`src/rtl/argmax_tree_pkg.sv`:
```
// Shared arg-max definitions: default score width, index width and tree shape helpers.
// Nodes pair adjacent survivors; an odd last survivor passes through unchanged.
`ifndef DATA_LEN
`define DATA_LEN 8
`endif

package argmax_tree_pkg;

    localparam int ARGMAX_DATA_W_DEF = `DATA_LEN;
    localparam int ARGMAX_PAIR       = 2;

    function automatic int argmax_idx_w(input int n);
        return $clog2(n + 1);
    endfunction

    // Survivor count after s reduction levels.
    function automatic int argmax_lvl_cnt(input int n, input int s);
        int c;
        c = n;
        for (int k = 0; k < s; k++) c = (c + ARGMAX_PAIR - 1) / ARGMAX_PAIR;
        return c;
    endfunction

    // Offset of level s inside a flat array holding every level back to back.
    function automatic int argmax_lvl_off(input int n, input int s);
        int o;
        o = 0;
        for (int k = 0; k < s; k++) o += argmax_lvl_cnt(n, k);
        return o;
    endfunction

    function automatic bit argmax_is_pass(input int n, input int s, input int i);
        return (ARGMAX_PAIR * i + 1) >= argmax_lvl_cnt(n, s - 1);
    endfunction

endpackage

```
`src/rtl/argmax_tree_if.sv`:
```
// Score-vector in / winning-index out stream bundle for argmax_tree.
// q_max is carried only when ARGMAX_MAX_OUT_EN is defined.
interface argmax_tree_if
    import argmax_tree_pkg::*;
#(
    parameter int N_CH   = 12,
    parameter int DATA_W = ARGMAX_DATA_W_DEF,
    parameter int IDX_W  = argmax_idx_w(N_CH)
);
    logic                     in_valid;
    logic                     in_ready;
    logic [N_CH*DATA_W-1:0]   d;
    logic                     out_valid;
    logic                     out_ready;
    logic [IDX_W-1:0]         q;
`ifdef ARGMAX_MAX_OUT_EN
    logic signed [DATA_W-1:0] q_max;

    modport slave  (input in_valid, d, out_ready, output in_ready, out_valid, q, q_max);
    modport master (output in_valid, d, out_ready, input in_ready, out_valid, q, q_max);
`else
    modport slave  (input in_valid, d, out_ready, output in_ready, out_valid, q);
    modport master (output in_valid, d, out_ready, input in_ready, out_valid, q);
`endif
endinterface

```
`src/rtl/argmax_tree_node.sv`:
```
// One compare-select tree node: registers the larger of a/b (ties to a) with its index and valid.
// Latency 1; every register holds while adv is low. PASS=1 forwards a unchanged.
module argmax_node #(
    parameter int DATA_W = 8,
    parameter int IDX_W  = 4,
    parameter bit PASS   = 1'b0,
    parameter bit VAL_EN = 1'b1
) (
    input  logic                     clk,
    input  logic                     rst_n,
    input  logic                     adv,
    input  logic signed [DATA_W-1:0] a_val,
    input  logic [IDX_W-1:0]         a_idx,
    input  logic                     a_vld,
    input  logic signed [DATA_W-1:0] b_val,
    input  logic [IDX_W-1:0]         b_idx,
    input  logic                     b_vld,
    output logic signed [DATA_W-1:0] q_val,
    output logic [IDX_W-1:0]         q_idx,
    output logic                     q_vld
);
    logic                     sel_a;
    logic signed [DATA_W-1:0] val_d, val_q;
    logic [IDX_W-1:0]         idx_d, idx_q;
    logic                     vld_d, vld_q;

    always_comb begin
        sel_a = PASS || (a_val >= b_val);
        val_d = val_q;
        idx_d = idx_q;
        vld_d = vld_q;
        if (adv) begin
            val_d = sel_a ? a_val : b_val;
            idx_d = sel_a ? a_idx : b_idx;
            vld_d = a_vld | b_vld;
        end
    end

    always_ff @(posedge clk or negedge rst_n) begin
        if (!rst_n) begin
            idx_q <= '0;
            vld_q <= 1'b0;
        end else begin
            idx_q <= idx_d;
            vld_q <= vld_d;
        end
    end

    // The final stage only needs its value when the winning score is exported.
    if (VAL_EN) begin : g_val
        always_ff @(posedge clk or negedge rst_n) begin
            if (!rst_n) val_q <= '0;
            else        val_q <= val_d;
        end
    end else begin : g_noval
        assign val_q = '0;
    end

    assign q_val = val_q;
    assign q_idx = idx_q;
    assign q_vld = vld_q;
endmodule

```
`src/rtl/argmax_tree.sv`:
```
// Pipelined signed arg-max over N_CH channels, 1-based index out, lowest index wins ties; $clog2(N_CH) cycles.
// Global stall: in_ready = !(out_valid && !out_ready), all stages hold. ARGMAX_MAX_OUT_EN adds q_max.
module argmax_tree
    import argmax_tree_pkg::*;
#(
    parameter int N_CH   = 12,
    parameter int DATA_W = ARGMAX_DATA_W_DEF,
    parameter int IDX_W  = argmax_idx_w(N_CH)
) (
    input logic          clk,
    input logic          rst_n,
    argmax_tree_if.slave bus
);
    localparam int L   = $clog2(N_CH);
    localparam int TOT = argmax_lvl_off(N_CH, L + 1);
`ifdef ARGMAX_MAX_OUT_EN
    localparam bit MAX_OUT = 1'b1;
`else
    localparam bit MAX_OUT = 1'b0;
`endif

    // Every level stored back to back: leaves first, root last.
    logic signed [DATA_W-1:0] val [TOT];
    logic [IDX_W-1:0]         idx [TOT];
    logic                     vld [TOT];
    logic                     adv;

    assign adv          = !(bus.out_valid && !bus.out_ready);
    assign bus.in_ready = adv;

    for (genvar k = 0; k < N_CH; k++) begin : g_leaf
        assign val[k] = bus.d[k*DATA_W +: DATA_W];
        assign idx[k] = IDX_W'(k + 1);
        assign vld[k] = bus.in_valid;
    end

    for (genvar s = 1; s <= L; s++) begin : g_lvl
        for (genvar i = 0; i < argmax_lvl_cnt(N_CH, s); i++) begin : g_node
            localparam bit PASS = argmax_is_pass(N_CH, s, i);
            localparam int A    = argmax_lvl_off(N_CH, s - 1) + ARGMAX_PAIR * i;
            localparam int B    = PASS ? A : A + 1;
            localparam int O    = argmax_lvl_off(N_CH, s) + i;

            argmax_node #(
                .DATA_W (DATA_W),
                .IDX_W  (IDX_W),
                .PASS   (PASS),
                .VAL_EN ((s < L) || MAX_OUT)
            ) u_node (
                .clk   (clk),
                .rst_n (rst_n),
                .adv   (adv),
                .a_val (val[A]),
                .a_idx (idx[A]),
                .a_vld (vld[A]),
                .b_val (val[B]),
                .b_idx (idx[B]),
                .b_vld (vld[B]),
                .q_val (val[O]),
                .q_idx (idx[O]),
                .q_vld (vld[O])
            );
        end
    end

    assign bus.out_valid = vld[TOT-1];
    assign bus.q         = idx[TOT-1];
`ifdef ARGMAX_MAX_OUT_EN
    assign bus.q_max     = val[TOT-1];
`endif
endmodule

```
`src/flat_wrapper.sv`:
```
// flat-port wrapper written by rule: the top's interface ports become plain ports
module argmax_tree_flat import argmax_tree_pkg::*;
#(
    parameter int N_CH   = 12,
    parameter int DATA_W = ARGMAX_DATA_W_DEF,
    parameter int IDX_W  = argmax_idx_w(N_CH)
)
  (clk, rst_n, bus_in_valid, bus_d, bus_out_ready, bus_in_ready, bus_out_valid, bus_q);
  argmax_tree_if #(.N_CH(N_CH), .DATA_W(DATA_W), .IDX_W(IDX_W)) bus_i ();
  input logic clk;
  input logic rst_n;
  input wire logic [$bits(bus_i.in_valid)-1:0] bus_in_valid;
  input wire logic [$bits(bus_i.d)-1:0] bus_d;
  input wire logic [$bits(bus_i.out_ready)-1:0] bus_out_ready;
  output wire logic [$bits(bus_i.in_ready)-1:0] bus_in_ready;
  output wire logic [$bits(bus_i.out_valid)-1:0] bus_out_valid;
  output wire logic [$bits(bus_i.q)-1:0] bus_q;
  assign bus_i.in_valid = bus_in_valid;
  assign bus_i.d = bus_d;
  assign bus_i.out_ready = bus_out_ready;
  assign bus_in_ready = bus_i.in_ready;
  assign bus_out_valid = bus_i.out_valid;
  assign bus_q = bus_i.q;
  argmax_tree #(.N_CH(N_CH), .DATA_W(DATA_W), .IDX_W(IDX_W)) u_core (.clk(clk), .rst_n(rst_n), .bus(bus_i));
endmodule
```
`config.mk`:
```
export PLATFORM = sky130hd
export DESIGN_NAME = argmax_tree_flat
export DESIGN_NICKNAME = d
export VERILOG_FILES = /design/src/rtl/argmax_tree_pkg.sv /design/src/rtl/argmax_tree_if.sv /design/src/rtl/argmax_tree_node.sv /design/src/rtl/argmax_tree.sv /design/src/flat_wrapper.sv
export SDC_FILE = /design/constraint.sdc
export NUM_CORES = 1
export LEC_CHECK = 0
export CAP_MARGIN = 10
export CORE_UTILIZATION = 38
export DETAILED_ROUTE_END_ITERATION = 10
export PLACE_DENSITY = 0.68
export SYNTH_ARGS = -nofsm -noshare
export SYNTH_HDL_FRONTEND = slang
export SYNTH_SLANG_ARGS = --single-unit
```
`constraint.sdc`:
```
create_clock -name clk -period 5.2 [get_ports clk]
set_input_delay 1.04 -clock clk [delete_from_list [all_inputs] [get_ports clk]]
set_output_delay 1.04 -clock clk [all_outputs]
set_load 0.02 [all_outputs]
```
## After elaboration in Yosys (flattened, before gate mapping)

Index checks and enable logic that the tools add are counted.
W data, S select, Z words.

| storage, ports and cells | value |
|---|---|
| bits in registers | 140 |
| output and inout bits | 6 |
| input bits | 100 |
| word-level logic and storage cells | 62 |

| cells by class | value |
|---|---|
| reductions and logical operators | 3 |
| multiplexer cells | 21 |
| $lt $le $gt $ge | 11 |

Operator list:

| cell | number |
|---|---|
| $ge A8 B8 Y1 | 11 |
| $mux W8 | 10 |
| $mux W4 | 6 |
| $mux W2 | 3 |
| $mux W3 | 2 |
| $logic_not A1 Y1 | 2 |
| $logic_and A1 B1 Y1 | 1 |

## Logic depth before layout (Yosys ltp)

| logic depth | value |
|---|---|
| depth in word-level cells | 3 |
| gate-level depth with buffers | 8 |
| gate-level depth less buffers | 7 |

## By module

From an unflattened synthesis, not the netlist that was laid out.

| unflattened totals | value |
|---|---|
| cells, all modules | 1129 |
| area total of the unflattened synthesis | 10367.4 sq um |

Modules (own cells, without submodules):

| module | cells an instance | sequential area each (sq um) | times used | area each (sq um) |
|---|---|---|---|---|
| argmax_node at u_core.g_lvl[1].g_node[0].u_node ... | 104 | 325.3 | 10 | 930.9 |
| argmax_node at u_core.g_lvl[4].g_node[0].u_node | 57 | 125.1 | 1 | 530.5 |
| argmax_node at u_core.g_lvl[3].g_node[1].u_node | 29 | 325.3 | 1 | 514.2 |
| argmax_tree | 3 | 0.0 | 1 | 13.8 |

## Worst setup path before layout

OpenSTA, ideal clock, no wires.

| path | value |
|---|---|
| path kind | input port to output port |
| start point | input bus_out_ready |
| end point | output bus_in_ready |
| path slack | 2.273 ns |
| stages on the path | 5 |
| arrival | 1.887 ns |
| path buffers | 3 |
| required time | 4.160 ns |
| path through | nor2b_1 -> buf_2 -> inv_1 -> buf_2 -> clkbuf_1 |

| on the way | value |
|---|---|
| cells in the longest elaborated chain, start to end | 3 |

RTL lines:

| element | line | source |
|---|---|---|
| start, declared | flat_wrapper.sv:14 | `input wire logic [$bits(bus_i.out_ready)-1:0] bus_out_ready;` |
| $logic_not A1 Y1 | argmax_tree.sv:28 | `assign adv = !(bus.out_valid && !bus.out_ready);` |
| $logic_and A1 B1 Y1 | argmax_tree.sv:28 |  |
| $logic_not A1 Y1 | argmax_tree.sv:28 |  |
| end, declared | flat_wrapper.sv:15 | `output wire logic [$bits(bus_i.in_ready)-1:0] bus_in_ready;` |

Every way passes these cells.

## Worst setup path after layout

Ends and elaborated chain as after synthesis.

==> reports/summary.md <==
* most used standard cell by instance count after synthesis: sky130_fd_sc_hd__dfrtp_1
* cell with the most instances on the worst path: sky130_fd_sc_hd__clkdlybuf4s50_1
* Core Util, Final: 47.50%
* H-tree depth: 4
* portion of total power attributed to combinational logic: 44.0%
* post-synth cell types: 48
* first-pass GRT wire length: 31.76 mm
* antenna cells: 0
* cell area reported after detailed placement: 9355 um^2
* met2 track utilization from global routing: 28.85%
* Chip Width: 148.1 um
* Total Routing Usage GR: 17.69%
* setup violation total in the final timing report: 0
* Seq/Total Area, Yosys: 39.48%
* slowest stage cell, crit path: sky130_fd_sc_hd__clkdlybuf4s50_1
* clk_lat worst skew: 0.42 ns
* maximum clock skew at final layout: 0.006584 ns
* pin count of the biggest net entering global routing: 86
* worst vdd ir: 0.0002639 V
* final standard cell count with taps included and fillers excluded: 1,289
* Buf/Inv on CP: 3
* die height: 148.1 um
* CTS sink count: 128
* total count of max-transition violations in the final report: 0
* final sum of negative setup slack: 0 ns
* endpoints failing hold: 0
* clock tree from TritonCTS: done
* worst path setup slack after routing: 1.402 ns
* Final Wtd Congestion: 0.8028
* critical path arrival: 2.76 ns
* CTS-repair resized insts: 0
* switching component of the power: 2.046 mW
* number of maximum-capacitance constraint violations: 0
* core region area: 20,960 um^2
* initial antenna violation count: 0
* Net Count, Synth: 1,102
* Setup Fix Bufs, Post-CTS: 0
* type of the worst setup path: in2out
* synth-to-layout area growth: 22.67%
* Req. time, crit path: 4.16 ns
* detail-routed via count per cell: 5.256
* starting utilization of the core area: 38.72%
* class of the worst hold path: reg2reg
* biggest area consumer among synthesized cells: sky130_fd_sc_hd__dfrtp_1
* Detailed Route Iter0 Violations: 350
* period utilisation layout: 73.04%
* power share of the clock group: 22.9%
* instance count after placement with tap cells included: 1,257
* worst-path fanout max: 65
* post-cts hold buffer count: 0
* cell class contributing the biggest share of worst-path delay: buffers and inverters
* Mean Syn Cell Area: 8.877 um^2
* CTS clk-pin slew, worst paths: 0.06 ns
* share of post-route cells with drive strength above 1: 5.917%
* global route hottest layer: met2
* Worst Setup Slack post-DPL: 1.384 ns
* Inserted Clock Buffers: 17
* sw frac: 38.96%
* post-synthesis async set-or-reset flop share: 100.0%
* number of global-route vias before repair: 6,739
* largest cells by area after synthesis: sky130_fd_sc_hd__dfrtp_1 (39%), sky130_fd_sc_hd__ha_1 (14%), sky130_fd_sc_hd__a31oi_1 (6.2%)
* top cell types by occurrence after synthesis: sky130_fd_sc_hd__dfrtp_1 (128), sky130_fd_sc_hd__inv_1 (98), sky130_fd_sc_hd__nor2_1 (93)
* pwr dens: 527.5 nW/um^2
* count of yosys warnings during synthesis: 0
* final global-route overflow total: 0
* fin crit period: 3.798 ns
* number of storage elements in the synthesis netlist: 128
* nets@finish: 1,189
* via count: 6,775
* I/O Buffers: 105
* Pleak: 4.514 nW
* Die Outline Area: 21,940 um^2
* status: finished clean
* GR Layer Usage met1: 24.34%
* Residual DRC: 0
* number of buffers on the longest clock path: 2
* met3 track utilization from global routing: 2.485%
* Clock Root Buffer: sky130_fd_sc_hd__clkbuf_16
* post-detailed-routing wire length: 18.30 mm
* final instance area: 9953 um^2
* remaining max-slew budget at the tightest pin: 32.23%
* Cells after Synth: 914
* pin slew with the least headroom to its limit: 1.009 ns
* Reg power frac: 33.1%
* capturing element type of the critical path: output port
* highest achievable clock rate: 263.3 MHz
* total number of placement rows: 53
* synthesized area: 8114 um^2
* remaining antenna violation count after routing: 0
* area fraction of the dominant cell type after synthesis: 39.48%
* unrepaired setup endpoints after global routing: no
* cells along the critical path: clkdlybuf4s50_1 -> nor2b_4 -> inv_4 -> clkdlybuf4s50_1
* Worst path max stage delay: 0.71 ns
* number of placed I/O pins: 106
* total iterations of the first detailed-routing run: 5
* Pint: 3.205 mW
* wire per inst: 14.19 um
* most instantiated flip-flop cell in the synthesis netlist: sky130_fd_sc_hd__dfrtp_1
* HPWL Detailed: 13.54 mm
* Post-synth EDFFs: 0
* startpoint class of the critical path: primary input
==> per-layer routing <==
metal	part of all wire, %	wire length (um)	vias up
met1	49	9044	3190
li1	-	-	3453
met2	47	8514	115
met5	0	0	-
met3	2.8	516	17
met4	1.2	220	0
==> state kept, by name, indices dropped and copies added (netlist names) <==
name                              cells
u_core.g_lvl.g_node.u_node.q_idx     36
u_core.g_lvl.g_node.u_node.q_val     88
u_core.g_lvl.g_node.u_node.q_vld      4
==> stage by stage <==
step	hold WS (ns)	power, mW
floorplan	0.4300	3.461
global placement	0.4483	3.968
detailed placement	0.4531	4.041
CTS	0.4680	5.285
global route	0.4786	5.695
finish	0.4667	5.251
==> power groups by stage <==
stage	Combinational [mW]	Clock, mW	Sequential (mW)
2_1_floorplan	1.81	0	1.65
3_5_place_dp	2.30	0	1.75
5_1_grt	2.63	1.27	1.80
3_3_place_gp	2.23	0	1.74
6_report	2.31	1.20	1.74
4_1_cts	2.32	1.22	1.74
==> placed cells by master, fill, tap and decap left out, drive strengths merged, types with 4 or more instances in the layout <==
cell type / n
dfrtp: 128
clkdlybuf4s50: 104
inv: 98
o21ai: 97
nor2: 93
ha: 88
a31oi: 81
nand2: 60
a21oi: 57
a22oi: 27
nand3: 26
clkbuf: 21
mux2i: 16
nand2b: 16
o31ai: 13
nand4: 12
nor3b: 11
o31a: 8
and2: 8
buf: 6
clkinv: 5
nor2b: 4
nor3: 4
==> final timing paths <==
| path | from | depth (start not counted) | end | slack (ns) |
|---|---|---|---|---|
| min | u_core.g_lvl[1].g_node[4].u_node.q_vld | 2 | u_core.g_lvl[1].g_node[4].u_node.q_vld | 0.47 |
| min in group asynchronous | rst_n | 1 | u_core.g_lvl[1].g_node[0].u_node.q_val[3] | 0.49 |
| max | bus_out_ready | 4 | bus_in_ready | 1.40 |
| min reg2reg | u_core.g_lvl[1].g_node[4].u_node.q_vld | 2 | u_core.g_lvl[1].g_node[4].u_node.q_vld | 0.47 |
| max in group asynchronous | rst_n | 2 | u_core.g_lvl[1].g_node[3].u_node.q_val[7] | 3.67 |
| max reg2reg | u_core.g_lvl[1].g_node[2].u_node.q_val[7] | 5 | u_core.g_lvl[2].g_node[1].u_node.q_idx[2] | 2.92 |
==> cell type report <==
type | count | area [um^2]
repair buffers | 110 | 1086
multi-input cells | 646 | 4352
flip-flops and latches | 128 | 3203
well taps | 275 | 344.1
inverters | 98 | 370.4
clock inverters | 11 | 137.6
clock buffers | 21 | 460.4
fillers | 2044 | 11000
==> kinds of logic after synthesis <==
kind of cell               Yosys count  synth area share, %
buffers and inverters              140                7.047
adders and majority gates           88                13.57
and+or+nand+nor                    243                14.36
muxes                               16                1.974
DFF                                128                39.48
AOI/OAI and AO/OA                  299                23.58
==> worst reg2reg max path, cell delays in order (launching register included) <==
cell	delay, ns
sky130_fd_sc_hd__dfrtp_1	0.43
sky130_fd_sc_hd__ha_1	0.34
sky130_fd_sc_hd__nand4_1	0.14
sky130_fd_sc_hd__nor3_1	0.84
sky130_fd_sc_hd__o21ai_0	0.21
sky130_fd_sc_hd__a31oi_1	0.22
No activity file was read; power rests on OpenSTA's default activity.
